[src/rtl/spi_slave_rx.sv]
// SPI mode-0 slave receiver: oversamples SCK/ENA/MOSI in the i_CLK domain and
// deserialises MSB-first words onto a one-deep valid/ready output buffer.
module spi_slave_rx #(
  parameter int unsigned BIT_WIDTH   = 24,
  parameter int unsigned SYNC_STAGES = 2
) (
  input  logic                 i_CLK,
  input  logic                 i_RST_N,
  input  logic                 i_SPI_CLK,
  input  logic                 i_SPI_ENA,
  input  logic                 i_SPI_DAT,
  output logic [BIT_WIDTH-1:0] o_DATA,
  output logic                 o_VALID,
  input  logic                 i_READY,
  output logic                 o_OVERRUN,
  output logic                 o_ABORT,
  output logic                 o_BUSY
);

  localparam int unsigned CNT_W = $clog2(BIT_WIDTH);
  localparam logic [CNT_W-1:0] LAST_BIT = CNT_W'(BIT_WIDTH - 1);

  typedef enum logic [1:0] {
    WAIT_IDLE = 2'd0,
    IDLE      = 2'd1,
    SHIFT     = 2'd2
  } state_e;

  logic [SYNC_STAGES-1:0] sck_sync_q, ena_sync_q, dat_sync_q;
  logic                   sck_d_q, ena_d_q;
  logic                   sck_s, ena_s, dat_s;
  logic                   rise, ena_fall, ena_rise;

  state_e                 state_q, state_d;
  logic [CNT_W-1:0]       cnt_q, cnt_d;
  logic [BIT_WIDTH-1:0]   shreg_q, shreg_d;
  logic [BIT_WIDTH-1:0]   data_q, data_d;
  logic                   valid_q, valid_d;
  logic                   overrun_q, overrun_d;
  logic                   abort_q, abort_d;
  logic                   busy_q, busy_d;

  // Synchronisers plus one delay flop for edge detection; idle levels on reset.
  always_ff @(posedge i_CLK or negedge i_RST_N) begin
    if (!i_RST_N) begin
      sck_sync_q <= '0;
      ena_sync_q <= '1;
      dat_sync_q <= '0;
      sck_d_q    <= 1'b0;
      ena_d_q    <= 1'b1;
    end else begin
      sck_sync_q <= {sck_sync_q[SYNC_STAGES-2:0], i_SPI_CLK};
      ena_sync_q <= {ena_sync_q[SYNC_STAGES-2:0], i_SPI_ENA};
      dat_sync_q <= {dat_sync_q[SYNC_STAGES-2:0], i_SPI_DAT};
      sck_d_q    <= sck_s;
      ena_d_q    <= ena_s;
    end
  end

  assign sck_s    = sck_sync_q[SYNC_STAGES-1];
  assign ena_s    = ena_sync_q[SYNC_STAGES-1];
  assign dat_s    = dat_sync_q[SYNC_STAGES-1];
  assign rise     = sck_s & ~sck_d_q;
  assign ena_fall = ~ena_s & ena_d_q;
  assign ena_rise = ena_s & ~ena_d_q;

  always_ff @(posedge i_CLK or negedge i_RST_N) begin
    if (!i_RST_N) begin
      state_q   <= WAIT_IDLE;
      cnt_q     <= '0;
      shreg_q   <= '0;
      data_q    <= '0;
      valid_q   <= 1'b0;
      overrun_q <= 1'b0;
      abort_q   <= 1'b0;
      busy_q    <= 1'b0;
    end else begin
      state_q   <= state_d;
      cnt_q     <= cnt_d;
      shreg_q   <= shreg_d;
      data_q    <= data_d;
      valid_q   <= valid_d;
      overrun_q <= overrun_d;
      abort_q   <= abort_d;
      busy_q    <= busy_d;
    end
  end

  // Next state: ENA rising has priority over a coincident SCK rise.
  always_comb begin
    state_d   = state_q;
    cnt_d     = cnt_q;
    shreg_d   = shreg_q;
    data_d    = data_q;
    valid_d   = valid_q & ~i_READY;
    overrun_d = 1'b0;
    abort_d   = 1'b0;
    case (state_q)
      WAIT_IDLE: begin
        cnt_d = '0;
        if (ena_s) state_d = IDLE;
      end
      IDLE: begin
        cnt_d = '0;
        if (ena_fall) state_d = SHIFT;
      end
      SHIFT: begin
        if (ena_rise) begin
          abort_d = (cnt_q != '0);
          cnt_d   = '0;
          state_d = IDLE;
        end else if (rise) begin
          shreg_d = {shreg_q[BIT_WIDTH-2:0], dat_s};
          if (cnt_q == LAST_BIT) begin
            cnt_d = '0;
            if (!valid_q || i_READY) begin
              data_d  = {shreg_q[BIT_WIDTH-2:0], dat_s};
              valid_d = 1'b1;
            end else begin
              overrun_d = 1'b1;
            end
          end else begin
            cnt_d = cnt_q + CNT_W'(1);
          end
        end
      end
      default: state_d = WAIT_IDLE;
    endcase
    busy_d = (state_d == SHIFT);
  end

  assign o_DATA    = data_q;
  assign o_VALID   = valid_q;
  assign o_OVERRUN = overrun_q;
  assign o_ABORT   = abort_q;
  assign o_BUSY    = busy_q;

endmodule

[config.mk]
export PLATFORM = sky130hd
export DESIGN_NAME = spi_slave_rx
export DESIGN_NICKNAME = d
export VERILOG_FILES = /design/src/rtl/spi_slave_rx.sv
export SDC_FILE = /design/constraint.sdc
export NUM_CORES = 1
export LEC_CHECK = 0
export ABC_AREA = 1
export CAP_MARGIN = 20
export CORE_MARGIN = 2
export CORE_UTILIZATION = 52
export CTS_CLUSTER_SIZE = 25
export DETAILED_ROUTE_END_ITERATION = 6
export PLACE_DENSITY = 0.76
export REMOVE_ABC_BUFFERS = 1
export SETUP_SLACK_MARGIN = 0.3
export SLEW_MARGIN = 10
export SYNTH_ARGS = -nofsm -noshare
export SYNTH_HDL_FRONTEND = slang
export SYNTH_SLANG_ARGS = --single-unit
[constraint.sdc]
create_clock -name i_CLK -period 3.2 [get_ports i_CLK]
set_input_delay 0.8 -clock i_CLK [delete_from_list [all_inputs] [get_ports i_CLK]]
set_output_delay 0.8 -clock i_CLK [all_outputs]
set_load 0.02 [all_outputs]
Yosys cells after proc, flatten, opt, wreduce, memory -nomap -nowiden. Index checks and enable logic that the tools add are counted.

Register bits: 66. Input bits: 6. Output and inout port bits: 28. Word-level logic and storage cells: 57.

Add/subtract/negate cells: 1. Equal/unequal tests: 5. Mux-type cells: 20. Bitwise gates (word level): 9. Reduce and logical (&&, ||, !) cells: 9.

Operators with widths (count): two-way mux 5 bit (3); two-way mux 1 bit (12); case mux 5 bit (2 select lines) (1); two-way mux 2 bit (3); case mux 2 bit (3 select lines) (1); adder 5 x 1 -> 5 bit, second input constant (1); == test 5 bit, second input constant (1); NOT 1 bit (5); AND reduction 5 bit (1); nonzero test 5 bit (1); AND 1 bit (4); == test 2 bit, second input constant (2); != test 3 bit, second input constant (1); AND reduction 3 bit (1); == test 2 x 1 -> 1 bit, second input constant (1); logical NOT 2 bit (1); AND reduction 2 bit (1); nonzero test 2 bit (1); OR reduction 2 bit (1); logical NOT 1 bit (1); logical OR 1 bit (1).

Longest topological paths before layout. Gate-level depths: netlist of the first run.

Word-level depth: 7. Depth in mapped cells: 8. Mapped depth without buffers: 8.

Worst setup path before layout of the first run. OpenSTA, ideal clock, no wires.

Path type: input to register. Start point: input port i_READY. End point: register data_q[10], in the netlist o_DATA[10]. Library setup time: 0.065 ns. Arrival: 1.423 ns. Data required time: 3.135 ns. Setup slack: 1.712 ns. Stages on the path: 7. Buffers on the path: 1. Path through: inv_1 > nand2_2 > nand3_2 > nor2_4 > buf_6 > nand3_1 > nand2_1.

Word-level cells in the longest chain between the ends: 2.

Ends and longest elaborated chain: from (decl) (RTL line 14) `input logic i_READY,`; logical OR 1 bit (RTL line 116) `if (!valid_q || i_READY) begin`; AND reduction 5 bit (no source line); to (signal assigned) (RTL line 81) `data_q <= data_d;`; to (decl) (RTL line 37) `logic [BIT_WIDTH-1:0] data_q, data_d;`.

No other way between the ends. A chain may end at the register's enable or synchronous reset.

Worst setup path in the final report of the first run.
Start point: register data_q[3], in the netlist o_DATA[3]. End point: output port o_DATA[3].

RTL lines: to (decl) (RTL line 12) `output logic [BIT_WIDTH-1:0] o_DATA,`.

No word-level cell between the ends.

==> flow_metrics.py, run 1 <==
metrics = {
    "detailed_routing": {
        "vias": 2050,
        "drc": 0,
        "wl_per_cell_um": 13.1,
        "vias_per_cell": 5.13,
        "drtPass1Iterations": 4,
        "drt_iter0_drc": 209,
        "ant_nets": 0,
        "finalWirelength_um": 5250,
    },
    "critical_path": {
        "worst_setup_path_end_kind": "output port",
        "path_depth": 1,
        "crit_family": "buffers and inverters",
        "path_buf_inv": 1,
        "critPathSlowestCell": "clkdlybuf4s50_1",
        "crit_fanout": 2,
        "cp.arrival_ns": 1.32,
        "start_kind": "flop",
        "critPathMaxStageDelay_ns": 0.61,
        "cp_cell_sequence": "clkdlybuf4s50_1",
        "rr_worst_depth": 6,
        "cp.required_ns": 2.40,
        "critPathKind": "reg2out",
    },
    "flow_run": {
        "maxCapViolCount": 0,
    },
    "sta": {
        "max_freq_mhz": 472,
        "fin_setup_tns_ns": 0,
        "hold_viol_final": 0,
        "final-setup-viol-count": 0,
        "worst_slack_ns": 1.08,
        "slew_viol_final": 0,
        "fin_crit_sh_pct": 66.2,
        "holdWs_ns": 0.355,
        "layout_min_cycle_time_ns": 2.12,
        "rsz0062_at_grt": "false",
        "clock_skew_ns": 0.00726,
        "worstMarginPinSlew_ns": 0.701,
        "relSlewSlack_pct": 53.2,
    },
    "placed_design": {
        "dpl_worst_slack_ns": 0.920,
        "portBuffers": 33,
        "dpl.hpwl_um": 3260,
        "place_area_um2": 3050,
        "dpl.cell_count": 384,
        "gp_congestion": 0.822,
    },
    "yosys": {
        "synth_largest_area_cell": "dfrtp_1",
        "ys_top_cells_by_area": "dfrtp_1 (58%), nand2_1 (16%), nand3_1 (9.6%), dfstp_2 (2.9%), buf_6 (1.7%)",
        "synth_top_area_share_pct": 58.2,
        "ys_warn_count": 0,
        "syn_area_per_cell_um2": 9.31,
        "ys_ff_latch": 66,
        "synth_edf_count": 0,
        "async_flop_share_pct": 100,
        "syn_inst": 291,
        "ys_seq_area_share_pct": 61.1,
        "ys.flop_type": "dfrtp_1",
        "synthDistinctLibCells": 24,
        "netlist_area_um2": 2710,
    },
    "cells_and_area": {
        "area_growth_pct": 19.3,
        "final_cell_area_um2": 3230,
        "antenna_cells": 0,
        "final_cell_mix": "nand2_1 (114), dfrtp_1 (63), nand3_1 (52)",
        "final_util_pct": 63.7,
        "seq_area_um2": 1660,
        "multi_input_area_um2": 907,
        "final_nets": 333,
        "final_cells": 400,
        "final_common_cell": "nand2_1",
        "fill_cells": 441,
        "drive_above_1_share_pct": 10.9,
    },
    "pwr": {
        "swShare_pct": 26.2,
        "ir_drop_uv": 327,
        "pwr-share-seq_pct": 52.9,
        "p_clk_share_pct": 37.5,
        "pwr-share-comb_pct": 9.6,
        "p_total_mw": 1.71,
        "leakage_nw": 1.69,
        "switchingPower_uw": 449,
        "pwr_density_cell_nw_per_um2": 529,
        "p_int_mw": 1.26,
    },
    "clocking": {
        "root_buffer": "clkbuf_8",
        "ctsHtreeMaxLevel": 3,
        "path_clk_slew_ns": 0.07,
        "cts_hold_buf": 0,
        "post_cts.repair.setup_buffers": 0,
        "cts_tree": "done",
        "cts_sinks": 66,
        "insertion_delay_ns": 0.34,
        "cts_buffer_depth": 2,
        "cts_resized": 0,
        "numCtsBuffers": 9,
    },
    "floorplanning": {
        "die_y_um": 76.2,
        "die_w_um": 76.2,
        "dieArea_um2": 5800,
        "fp-row-count": 26,
        "coreArea_um2": 5070,
        "initial_core_util_pct": 53.4,
        "io_pins": 34,
    },
    "worst_hold_path": {
        "hold_class": "reg2reg",
        "hold_depth": 0,
    },
    "global_route": {
        "grt_pass1_wl_um": 9180,
        "grt_pass1_vias": 1959,
        "grt_overflow": 0,
        "antenna_found_initial": 0,
        "gr-usage-all-layers_pct": 20.2,
        "grt_max_degree": 34,
    },
    "outcome": {
        "status": "finished, final reports clean",
    },
}
synth_stat cells (2+ instances only):
| master | n |
|---|---|
| nand2_1 | 114 |
| nor2_4 | 3 |
| ha_1 | 2 |
| clkbuf_4 | 2 |
| dfstp_2 | 3 |
| buf_6 | 4 |
| o21ai_0 | 3 |
| clkbuf_1 | 2 |
| dfrtp_1 | 63 |
| a21oi_1 | 2 |
| buf_2 | 4 |
| o31ai_1 | 2 |
| nor2_1 | 7 |
| nand2_2 | 5 |
| nand3_1 | 52 |
| inv_2 | 5 |
| inv_1 | 11 |
path summary, 6_finish.rpt:
path                               start            end  slack, ns
max in group asynchronous        i_RST_N     o_DATA[16]       1.95
min in group asynchronous        i_RST_N  sck_sync_q[1]       0.51
max reg2reg                   state_q[0]      o_DATA[4]       1.21
max                            o_DATA[3]      o_DATA[3]       1.08
min                        dat_sync_q[0]  dat_sync_q[1]       0.35
min reg2reg                dat_sync_q[0]  dat_sync_q[1]       0.35
power groups by stage:
stage,combinational (mW),sequential (mW),clock [mW]
after global routing,0.188,0.909,0.696
final,0.165,0.905,0.641
after floorplan,0.100,0.919,0
after CTS,0.167,0.904,0.658
after detailed placement,0.166,0.919,0
after global placement,0.160,0.919,0
state kept, by name, indices dropped and copies added, names as in the netlist, 2 cells and up:
name	count
o_DATA	24
shreg_q	23
cnt_q	5
dat_sync_q	2
ena_sync_q	2
sck_sync_q	2
state_q	2
layer usage:
layer  up-vias  wire length, um  global-route usage, %
met1       992             2460                   27.5
met2        47             2500                   31.5
met3         8              219                   5.33
met4         0               68                   7.64
li1       1003                -                      -
met5         -                0                      0
final cells by class:
type | instances | area share (%)
clock buffer | 14 | 5.34
clock inverter | 2 | 0.310
inverter | 16 | 1.86
multi-input combinational | 197 | 28.1
sequential | 66 | 51.2
tap | 70 | 2.71
timing repair buffer | 35 | 10.5
cell families after synthesis:
| kind of cell | count (synthesis) | synth area share (%) |
|---|---|---|
| AO/OA/AOI/OAI | 9 | 1.98 |
| buffers and inverters | 28 | 5.45 |
| adder cells (fa/ha/maj) | 2 | 0.923 |
| AND/OR/NAND/NOR | 186 | 30.6 |
| flip-flops | 66 | 61.1 |
Note: power is estimated with default switching activity, not from simulation.
==> run 2, diff against run 1 <==
- CORE_UTILIZATION: 52 -> 49
- PLACE_DENSITY: 0.76 -> 0.75
- clock period: 3.2 -> 1.83 ns (I/O delays scaled with it)
==> flow_metrics.py, run 2 (synthesis gave the netlist of run 1 again) <==
metrics = {
    "outcome": {
        "status": "finished, final reports clean",
    },
    "placed_design": {
        "gp_congestion": 0.746,
        "portBuffers": 33,
        "dpl.hpwl_um": 3370,
    },
    "sta": {
        "fin_setup_tns_ns": 0,
        "relSlewSlack_pct": 81.5,
        "hold_viol_final": 0,
        "layout_min_cycle_time_ns": 1.50,
        "worstMarginPinSlew_ns": 0.278,
        "clock_skew_ns": 0.00707,
        "rsz0062_at_grt": "true",
        "max_freq_mhz": 667,
        "fin_crit_sh_pct": 81.9,
        "slew_viol_final": 0,
        "final-setup-viol-count": 0,
    },
    "critical_path": {
        "start_kind": "flop",
        "critPathKind": "reg2out",
        "path_buf_inv": 1,
        "crit_fanout": 2,
        "worst_setup_path_end_kind": "output port",
        "cp.arrival_ns": 1.04,
        "cp_cell_sequence": "dlygate4sd2_1",
        "r2r-end": "o_DATA[15]",
        "crit_family": "flip-flops",
        "cp.required_ns": 1.37,
        "critPathSlowestCell": "dfrtp_1",
        "rr_worst_depth": 8,
        "regToRegSetupSlack_ns": 0.40,
        "critPathMaxStageDelay_ns": 0.39,
        "path_depth": 1,
        "r2r-start": "cnt_q[1]",
    },
    "pwr": {
        "leakage_nw": 1.87,
        "ir_drop_uv": 599,
        "pwr_density_cell_nw_per_um2": 965,
        "p_total_mw": 3.26,
    },
    "detailed_routing": {
        "vias": 2054,
        "drtPass1Iterations": 5,
        "finalWirelength_um": 5360,
        "ant_nets": 0,
        "drt_iter0_drc": 167,
        "wl_per_cell_um": 13.1,
        "drc": 0,
        "vias_per_cell": 5.01,
    },
    "clocking": {
        "path_clk_slew_ns": 0.07,
        "numCtsBuffers": 9,
        "cts_sinks": 66,
        "insertion_delay_ns": 0.33,
        "ctsHtreeMaxLevel": 3,
        "root_buffer": "clkbuf_8",
        "cts_buffer_depth": 2,
        "cts_tree": "done",
    },
    "worst_hold_path": {
        "hold_end": "sck_sync_q[1]",
        "min_from": "sck_sync_q[0]",
        "hold_class": "reg2reg",
        "hold_depth": 0,
    },
    "cells_and_area": {
        "final_common_cell": "nand2_1",
        "area_growth_pct": 24.6,
        "antenna_cells": 0,
        "final_nets": 341,
        "final_cell_mix": "nand2_1 (114), dfrtp_1 (62), nand3_1 (52)",
        "largest_reg_flops": 24,
        "drive_above_1_share_pct": 14.5,
    },
    "global_route": {
        "grt_overflow": 0,
        "grt_max_degree": 26,
        "grt_pass1_vias": 1958,
        "grt_pass1_wl_um": 8980,
        "gr-usage-all-layers_pct": 19.3,
        "antenna_found_initial": 0,
    },
    "floorplanning": {
        "coreArea_um2": 5440,
        "initial_core_util_pct": 49.8,
        "dieArea_um2": 6140,
        "io_pins": 34,
        "fp-row-count": 27,
        "die_y_um": 78.4,
        "die_w_um": 78.4,
    },
    "flow_run": {
        "maxCapViolCount": 0,
    },
}
==> run 2: cell count changes in the layout (fill, tap and decap cells not counted), sizes merged, moves of 3 or more <==
cell	change
clkbuf	-3
dlygate4sd2	+19
buf	+7
clkdlybuf4s50	-28
clkdlybuf4s15	+8
==> run 2: cell type report <==
cell class / instances / area, um^2
Tap cell: 72 / 90.1
Clock inverter: 6 / 88.8
Inverter: 16 / 60.1
Timing Repair Buffer: 43 / 424
Sequential cell: 66 / 1660
Multi-Input combinational cell: 197 / 918
Fill cell: 469 / 2060
Clock buffer: 10 / 138
==> run 2: how the worst max path moves through the flow <==
stage | end | slack (ns) | from
after floorplan | shreg_q[21] | 0.26 | ena_d_q
after global placement | o_DATA[8] | 0.16 | i_READY
after detailed placement | o_DATA[8] | 0.12 | i_READY
after CTS | o_DATA[6] | 0.29 | o_DATA[6]
final | o_DATA[3] | 0.33 | o_DATA[3]
after global routing | o_DATA[15] | 0.28 | cnt_q[1]
==> run 2: stage by stage <==
stage	std cells	utilization [%]	area (um^2)	hold WS [ns]	worst slack, ns
after floorplan	279	-	2620	0.162	0.265
after global placement	392	57.9	3150	0.336	0.163
after detailed placement	392	57.9	3150	0.335	0.124
after CTS	409	61.6	3350	0.346	0.286
after global routing	410	62.1	3380	0.351	0.281
final	410	62.1	3380	0.347	0.332
==> run 2: power by group <==
part	leakage (nW)	internal (mW)	switching (mW)
registers	0.892	1.53	0.0522
clock network	0.109	0.806	0.557
logic	0.868	0.0927	0.217
==> run 2: per-layer routing <==
layer | up-vias | part of all wire [%] | GRT usage (%)
li1 | 1016 | - | -
met1 | 990 | 45 | 25.2
met2 | 42 | 50 | 31.3
met3 | 6 | 3.7 | 3.79
met4 | 0 | 1.3 | 8.95
met5 | - | 0 | 0
==> run 2: what timing repair did <==
| action | in CTS | in global routing |
|---|---|---|
| setup endpoints to repair | 28 | 47 |
| resized for setup | 28 | 14 |
| hold buffers | 1 | 0 |
| setup buffers | 0 | 1 |
| pin swaps | 0 | 1 |
| hold endpoints to repair | 5 | 0 |
